## src/rtl/branch_predictor.sv

```systemverilog
// Fetch-stage gshare direction predictor (5-bit global history, 32-entry PHT)
// with a direct-mapped BTB, execute-stage training and branch event counters.
module branch_predictor #(
    parameter int BTB_ENTRIES = 32
) (
    input  logic        clk,
    input  logic        rst,
    input  logic [31:0] fetch_pc,
    input  logic        fetch_valid,
    output logic [37:0] pred,                 // {bhr[4:0], taken, btb_address[31:0]}
    input  logic        resolve_valid,
    input  logic [31:0] resolve_pc,
    input  logic [4:0]  resolve_bhr,
    input  logic        resolve_is_br,
    input  logic        resolve_taken,
    input  logic [31:0] resolve_target,
    input  logic        resolve_mispredict,
    input  logic        ctr_clear,
    output logic [31:0] branch_total_cnt,
    output logic [31:0] branch_incorrect_cnt
);
    localparam int IDX  = $clog2(BTB_ENTRIES);
    localparam int TAGW = 30 - IDX;

    logic [4:0]      bhr;
    logic [1:0]      pht        [32];
    logic            btb_valid  [BTB_ENTRIES];
    logic [TAGW-1:0] btb_tag    [BTB_ENTRIES];
    logic [31:0]     btb_target [BTB_ENTRIES];
    logic            btb_cond   [BTB_ENTRIES];
    logic [31:0]     total_q;
    logic [31:0]     incorrect_q;

    logic [IDX-1:0]  f_idx;
    logic [IDX-1:0]  r_idx;
    logic [4:0]      f_pht_idx;
    logic [4:0]      r_pht_idx;
    logic            f_hit;
    logic            f_cond;
    logic            pred_taken;
    logic [31:0]     pred_addr;
    logic            unused_ok;

    assign unused_ok = ^{fetch_pc[1:0], resolve_pc[1:0]};

    assign f_idx      = fetch_pc[IDX+1:2];
    assign r_idx      = resolve_pc[IDX+1:2];
    assign f_pht_idx  = fetch_pc[6:2] ^ bhr;
    assign r_pht_idx  = resolve_pc[6:2] ^ resolve_bhr;
    assign f_hit      = btb_valid[f_idx] && (btb_tag[f_idx] == fetch_pc[31:IDX+2]);
    assign f_cond     = btb_cond[f_idx];
    assign pred_taken = f_hit && (!f_cond || pht[f_pht_idx][1]);
    assign pred_addr  = pred_taken ? btb_target[f_idx] : fetch_pc + 32'd4;
    assign pred       = {bhr, pred_taken, pred_addr};

    assign branch_total_cnt     = total_q;
    assign branch_incorrect_cnt = incorrect_q;

    always_ff @(posedge clk) begin
        if (rst) begin
            bhr         <= '0;
            total_q     <= '0;
            incorrect_q <= '0;
            for (int i = 0; i < 32; i++) pht[i] <= 2'b01;
            for (int i = 0; i < BTB_ENTRIES; i++) begin
                btb_valid[i]  <= 1'b0;
                btb_tag[i]    <= '0;
                btb_target[i] <= '0;
                btb_cond[i]   <= 1'b0;
            end
        end else begin
            // Recovery from a resolved mispredict takes priority over the speculative shift.
            if (resolve_valid && resolve_mispredict)
                bhr <= resolve_is_br ? {resolve_bhr[3:0], resolve_taken} : resolve_bhr;
            else if (fetch_valid && f_hit && f_cond)
                bhr <= {bhr[3:0], pred_taken};

            if (resolve_valid && resolve_is_br) begin
                if (resolve_taken) begin
                    if (pht[r_pht_idx] != 2'b11) pht[r_pht_idx] <= pht[r_pht_idx] + 2'd1;
                end else begin
                    if (pht[r_pht_idx] != 2'b00) pht[r_pht_idx] <= pht[r_pht_idx] - 2'd1;
                end
            end

            if (resolve_valid && resolve_taken) begin
                btb_valid[r_idx]  <= 1'b1;
                btb_tag[r_idx]    <= resolve_pc[31:IDX+2];
                btb_target[r_idx] <= resolve_target;
                btb_cond[r_idx]   <= resolve_is_br;
            end

            if (ctr_clear) begin
                total_q     <= '0;
                incorrect_q <= '0;
            end else if (resolve_valid) begin
                total_q <= total_q + 32'd1;
                if (resolve_mispredict) incorrect_q <= incorrect_q + 32'd1;
            end
        end
    end
endmodule
```

## config.mk

```make
export PLATFORM = sky130hd
export DESIGN_NAME = branch_predictor
export DESIGN_NICKNAME = d
export VERILOG_FILES = /design/src/rtl/branch_predictor.sv
export SDC_FILE = /design/constraint.sdc
export NUM_CORES = 2
export LEC_CHECK = 0
export ABC_AREA = 1
export BUFFER_PORTS_ARGS = -buffer_cell sky130_fd_sc_hd__buf_2
export CELL_PAD_IN_SITES_DETAIL_PLACEMENT = 0
export CELL_PAD_IN_SITES_GLOBAL_PLACEMENT = 2
export CORE_UTILIZATION = 35
export DETAILED_ROUTE_END_ITERATION = 10
export PLACE_DENSITY_LB_ADDON = 0.1
export SLEW_MARGIN = 10
export SYNTH_ARGS = -nofsm -noshare
export SYNTH_HDL_FRONTEND = slang
export SYNTH_SLANG_ARGS = --single-unit
```

## constraint.sdc

```tcl
create_clock -name clk -period 4 [get_ports clk]
set_input_delay 0.4 -clock clk [delete_from_list [all_inputs] [get_ports clk]]
set_output_delay 0.4 -clock clk [all_outputs]
set_load 0.01 [all_outputs]
```

# Yosys cells after proc, flatten, opt, wreduce, memory -nomap -nowiden
# Memories as Yosys holds them, arrays and structs flattened.
# Index checks and enable logic that the tools add are counted.
# W data, S select, Z words.
[totals]
word_cells = 71
ramBits = 1952
regBits = 69
memories = 5
out_inout_bits = 102
[classes]
reduce_logical = 18
n_mux = 35
addsub = 5
n_eq_ne = 2
bitwise = 3
[mem_list]
columns = ["memory", "words", "width", "read_ports", "rd_clocked_by_memory_dff", "write_ports", "line", "rtl"]
rows = [
  ["btb_target", 32, 32, 1, 0, 32, "29", "logic [31:0] btb_target [BTB_ENTRIES];"],
  ["btb_tag", 32, 25, 1, 0, 32, "28", "logic [TAGW-1:0] btb_tag [BTB_ENTRIES];"],
  ["pht", 32, 2, 2, 0, 32, "26", "logic [1:0] pht [32];"],
  ["btb_cond", 32, 1, 1, 0, 32, "30", "logic btb_cond [BTB_ENTRIES];"],
  ["btb_valid", 32, 1, 1, 0, 32, "27", "logic btb_valid [BTB_ENTRIES];"],
]
[ops]
columns = ["op", "n"]
rows = [
  ["$add A32 B1 Y32 const B", 2],
  ["$mux W32", 2],
  ["$mux W5", 8],
  ["$add A32 B3 Y32 const B", 1],
  ["$reduce_or A32 Y1", 1],
  ["$eq A25 B25 Y1", 1],
  ["$mux W25", 1],
  ["$reduce_or A25 Y1", 1],
  ["$mux W1", 22],
  ["$xor A5 B5 Y5", 2],
  ["$logic_and A1 B1 Y1", 7],
  ["$mux W2", 2],
  ["$reduce_bool A2 Y1", 2],
  ["$reduce_or A2 Y1", 2],
  ["$add A2 B1 Y2 const B", 1],
  ["$ne A2 B2 Y1 const B", 1],
  ["$reduce_and A2 Y1", 1],
  ["$reduce_or A1 Y1", 2],
  ["$sub A2 B1 Y2 const B", 1],
  ["$logic_not A1 Y1", 1],
  ["$logic_or A1 B1 Y1", 1],
  ["$or A1 B1 Y1", 1],
]

# Longest topological paths before layout
# An unclocked memory read counts as a cell.
[depth]
depth_word = 11
depth_mapped = 25
depth_no_buf = 20

# Worst setup path after synthesis
# OpenSTA, ideal clock, no wires.
[synth_timing]
path_type = "input to register"
from = "input resolve_valid"
to = "memory btb_cond[10], enable pin"
slack_ns = 0.615
setup_ns = 0.417
arrival_ns = 2.968
path_stages = 6
path_buffers = 2
cell_sequence = "clkbuf_1 nand3_1 nor3_1 nand2_1 clkbuf_1 nand2_1"
[synth_lines]
columns = ["item", "line", "rtl"]
rows = [
  ["start, declared", "11", "input logic resolve_valid,"],
  ["end, declared", "30", ""],
]

# Final worst setup path
[layout_timing]
from = "register bhr[0]"
to = "output pred[14]"
[layout_between]
elab_chain_cells = 5
[layout_lines]
columns = ["item", "line", "rtl"]
rows = [
  ["start, declared", "25", "logic [4:0] bhr;"],
  ["start signal, assigned", "74", "bhr <= resolve_is_br ? {resolve_bhr[3:0], resolve_taken} : resolve_bhr;"],
  ["start signal, assigned", "76", "bhr <= {bhr[3:0], pred_taken};"],
  ["$xor A5 B5 Y5", "48", "assign f_pht_idx = fetch_pc[6:2] ^ bhr;"],
  ["$mem_v2 Z32 W2", "n/a", ""],
  ["$logic_or A1 B1 Y1", "52", "assign pred_taken = f_hit && (!f_cond || pht[f_pht_idx][1]);"],
  ["$logic_and A1 B1 Y1", "52", ""],
  ["$mux W32", "53", "assign pred_addr = pred_taken ? btb_target[f_idx] : fetch_pc + 32'd4;"],
  ["end, declared", "10", "output logic [37:0] pred,"],
]
# No other way between the ends.

==> impl_metrics.json <==
{
  "outcome": "finished, violations left",
  "violations": "setup timing",
  "final-max-slew-violation-count": 0,
  "slew_headroom_pct": 13.0,
  "avgSynthCellArea_um2": 9.70,
  "dieArea_um2": 263000,
  "dp_hpwl_um": 219000,
  "ios": 211,
  "cts_buffers": 229,
  "power_density_nw_per_um2": 464,
  "clock_latency_ns": 0.92,
  "cpMaxStageDelayCell": "dfxtp_2",
  "cts_buffer_depth": 3,
  "fill_cells": 25200,
  "synth-edff-count": 1920,
  "hold_viol": 0,
  "min_period_ns": 4.05,
  "gp_congestion": 0.851,
  "cts_tree": "built",
  "netlist_area_um2": 91300,
  "die_h_um": 513,
  "dp_slack_ns": -0.308,
  "vias": 73100,
  "fin_ws_ns": -0.0518,
  "die_x_um": 513,
  "ys_seq_elements": 2021,
  "p_leak_nw": 40.7,
  "critical_path_buf_inv_count": 8,
  "grt-ovfl-total": 0,
  "async_flop_share_pct": 0,
  "h-tree-depth": 4,
  "grt_use_met1_pct": 39.5,
  "clk_pin_slew_ns": 0.07,
  "viasPerCell": 5.55,
  "rsz0062_at_grt": "true",
  "synth_fp_nets": 9516,
  "fmax_mhz": 247,
  "tightest_slew_ns": 1.31,
  "cp-start-kind": "flip-flop",
  "cp_top_family": "buffers and inverters",
  "yosysSeqAreaShare_pct": 65.4,
  "post_drt_wl_per_cell_um": 30.2,
  "drt-pass1-iter-count": 8,
  "grt_pass1_vias": 69700,
  "drtIter0Drc": 7805,
  "cp_cell_sequence": "inv_2, nand2_2, nand2_4, buf_6, buf_4, o21ai_1, o22ai_1, o211ai_1, nand2_1, a21oi_1, o21ai_1, buf_4, nand2_4, buf_12, buf_12, buf_12, nand3b_1, o21ai_2, buf_2",
  "busiest_layer": "met2",
  "required_ns": 3.60,
  "io_buffer_count": 208,
  "worstSetupPathType": "flip-flop to primary output",
  "ys.flop_type": "edfxtp_1",
  "syn2layout_area_growth_pct": 17.3,
  "fin_worst_skew_ns": 0.0602,
  "drive_gt1_share_pct": 12.7,
  "cts_sinks": 2021,
  "critPathMaxFanout": 6,
  "cpPeakStageDelay_ns": 0.36,
  "start_util_pct": 35.2,
  "fin_hold_ws_ns": 0.0665,
  "cap_violations": 0,
  "core_um2": 259000,
  "yosysUniqueCellTypes": 47,
  "grt_max_degree": 135,
  "globalRouteMet2Util_pct": 49.3,
  "drc": 0,
  "cts-root-buf": "clkbuf_16",
  "synthCells": 9404,
  "antenna_found_initial": 13,
  "critPathArrivalTime_ns": 3.65,
  "min_path_type": "primary input to flip-flop",
  "grt_pass1_wl_um": 552000,
  "wl_um": 398000,
  "ant_nets": 0,
  "min_period_over_period_pct": 101,
  "rows": 187,
  "r2r_setup_slack_ns": 0.14,
  "yosys_warnings": 0,
  "grt_usage_pct": 29.7,
  "worst_path_most_repeated_cell": "buf_12",
  "ir_drop_mv": 0.483,
  "nNetsFinal": 9692,
  "critPathCaptureType": "primary output",
  "setup_violations": 12,
  "use_met3_pct": 3.39
}
tightest hold or removal path: stages:
cell	delay, ns
buf_2	0.08
inv_1	0.21
nor2_1	0.16
area by class of cell:
type	instances	area, um^2	area share [%]
Sequential cell	2021	59700	55.8
Multi-Input combinational cell	6321	28400	26.5
Inverter	257	1010	0.946
Timing Repair Buffer	750	6650	6.21
Clock buffer	304	6080	5.68
Antenna cell	4	10.0	0.00935
Tap cell	3402	4260	3.98
Clock inverter	110	940	0.878
metrics by stage:
stage          util (%)  area [um^2]  TNS, ns  cells  total power, W
2_1_floorplan         -        91300        0   9404          0.0272
3_3_place_gp       38.1        98700    -5.64  12700          0.0297
3_5_place_dp       38.1        98700    -3.13  12700          0.0297
4_1_cts            41.1       107000    -1.40  13200          0.0499
5_1_grt            41.3       107000    -3.11  13200          0.0511
6_report           41.3       107000   -0.301  13200          0.0497
cells in the final DEF, fill, tap and decap left out, types with 14 or more instances in the layout:
cell type | netlist | final
nand2_1 | 1321 | 1212
o22ai_1 | 247 | 247
nor2_1 | 3004 | 2991
nor3_1 | 46 | 41
a21oi_1 | 104 | 102
buf_12 | 0 | 101
xor2_1 | 19 | 19
a221o_1 | 48 | 48
buf_4 | 11 | 417
nand2_2 | 0 | 36
nand3_1 | 465 | 455
o21ai_0 | 812 | 799
edfxtp_1 | 1920 | 1920
dfxtp_1 | 101 | 99
clkbuf_1 | 629 | 69
nand4_1 | 46 | 46
a31oi_1 | 56 | 56
nand2_4 | 0 | 73
o221ai_1 | 25 | 25
o211ai_1 | 20 | 20
o21ai_4 | 0 | 20
buf_6 | 7 | 18
dlygate4sd3_1 | 0 | 14
buf_2 | 129 | 192
nor2_2 | 10 | 20
clkbuf_16 | 0 | 231
clkinv_1 | 4 | 60
o21ai_1 | 32 | 15
clkinv_2 | 0 | 29
inv_1 | 245 | 238
cells in the mapped netlist (2+ instances only):
library cell / number / area share (%)
nor2_2: 10 / 0.069
nor3_1: 46 / 0.25
o21ai_0: 812 / 4.5
a221oi_1: 6 / 0.058
a21oi_1: 104 / 0.57
o22a_1: 2 / 0.019
nand3b_1: 8 / 0.066
buf_4: 11 / 0.090
clkbuf_1: 629 / 2.6
nor2_1: 3004 / 12
buf_2: 129 / 0.71
buf_6: 7 / 0.086
o221ai_1: 25 / 0.24
ha_1: 3 / 0.041
a31oi_1: 56 / 0.38
and3_1: 2 / 0.014
dfxtp_1: 101 / 2.2
o21ai_1: 32 / 0.18
a211oi_1: 3 / 0.025
o31ai_1: 3 / 0.025
or2_2: 5 / 0.034
a221o_1: 48 / 0.53
xor2_1: 19 / 0.18
nor4_1: 6 / 0.041
inv_1: 245 / 1.0
nand3_1: 465 / 2.6
buf_1: 29 / 0.12
o2111ai_1: 2 / 0.019
o21a_1: 6 / 0.049
inv_2: 8 / 0.033
clkinv_1: 4 / 0.016
xnor2_1: 6 / 0.058
nor3b_1: 3 / 0.025
o211ai_1: 20 / 0.16
o22ai_1: 247 / 1.7
a22oi_1: 2 / 0.016
xnor2_2: 2 / 0.036
nand2_1: 1321 / 5.4
edfxtp_1: 1920 / 63
nand4_1: 46 / 0.32
cell families (layout without fill, tap and decap cells):
| logic type | count (synthesis) | after routing | synth area share (%) |
|---|---|---|---|
| other cells | 0 | 4 | 0 |
| xor+xnor | 27 | 27 | 0.276 |
| fa+ha+maj | 3 | 3 | 0.0411 |
| flops | 2021 | 2021 | 65.4 |
| compound gates | 1370 | 1370 | 8.44 |
| simple gates | 4921 | 4921 | 21.2 |
| buf+inv | 1062 | 1421 | 4.65 |
state kept, by name, summed over array words and instances, names as in the netlist:
register,cells
btb_target,1024
branch_incorrect_cnt,32
branch_total_cnt,32
btb_tag,800
btb_valid,32
bhr,5
btb_cond,32
pht,64
power breakdown:
| part | total [W] | internal, W | switching [W] |
|---|---|---|---|
| logic | 0.00501 | 0.00133 | 0.00368 |
| registers | 0.0244 | 0.0241 | 0.000259 |
| clock network | 0.0203 | 0.0112 | 0.00906 |
path summary, 6_finish.rpt:
kind | startpoint | end | cells after the start
worst max-delay path | bhr[0]$_SDFFE_PP0P_ | pred[14] | 19
worst min-delay path | resolve_target[0] | btb_target[31][0]$_SDFFCE_PN0P_ | 3
worst max register to register | bhr[0]$_SDFFE_PP0P_ | bhr[1]$_SDFFE_PP0P_ | 32
worst min register to register | btb_valid[2]$_DFF_P_ | btb_valid[2]$_DFF_P_ | 2
metal layers:
metal  share of wire [%]  up-vias  routed length [um]
li1                    -    32300                   -
met1                  42    37300              166000
met2                  48     2814              189000
met3                 6.1      650               24200
met4                 4.6        2               18400
met5              0.0033        -                  13
what timing repair did:
action / CTS / global route
endpoints found under the setup margin: 33 / 35
resized for setup: 116 / 70
hold buffers: 14 / 0
setup buffers: 37 / 5
hold endpoints to repair: 24 / 0
cloned: 4 / 1
pin swaps: 25 / 28
(Power assumes the default switching activity.)
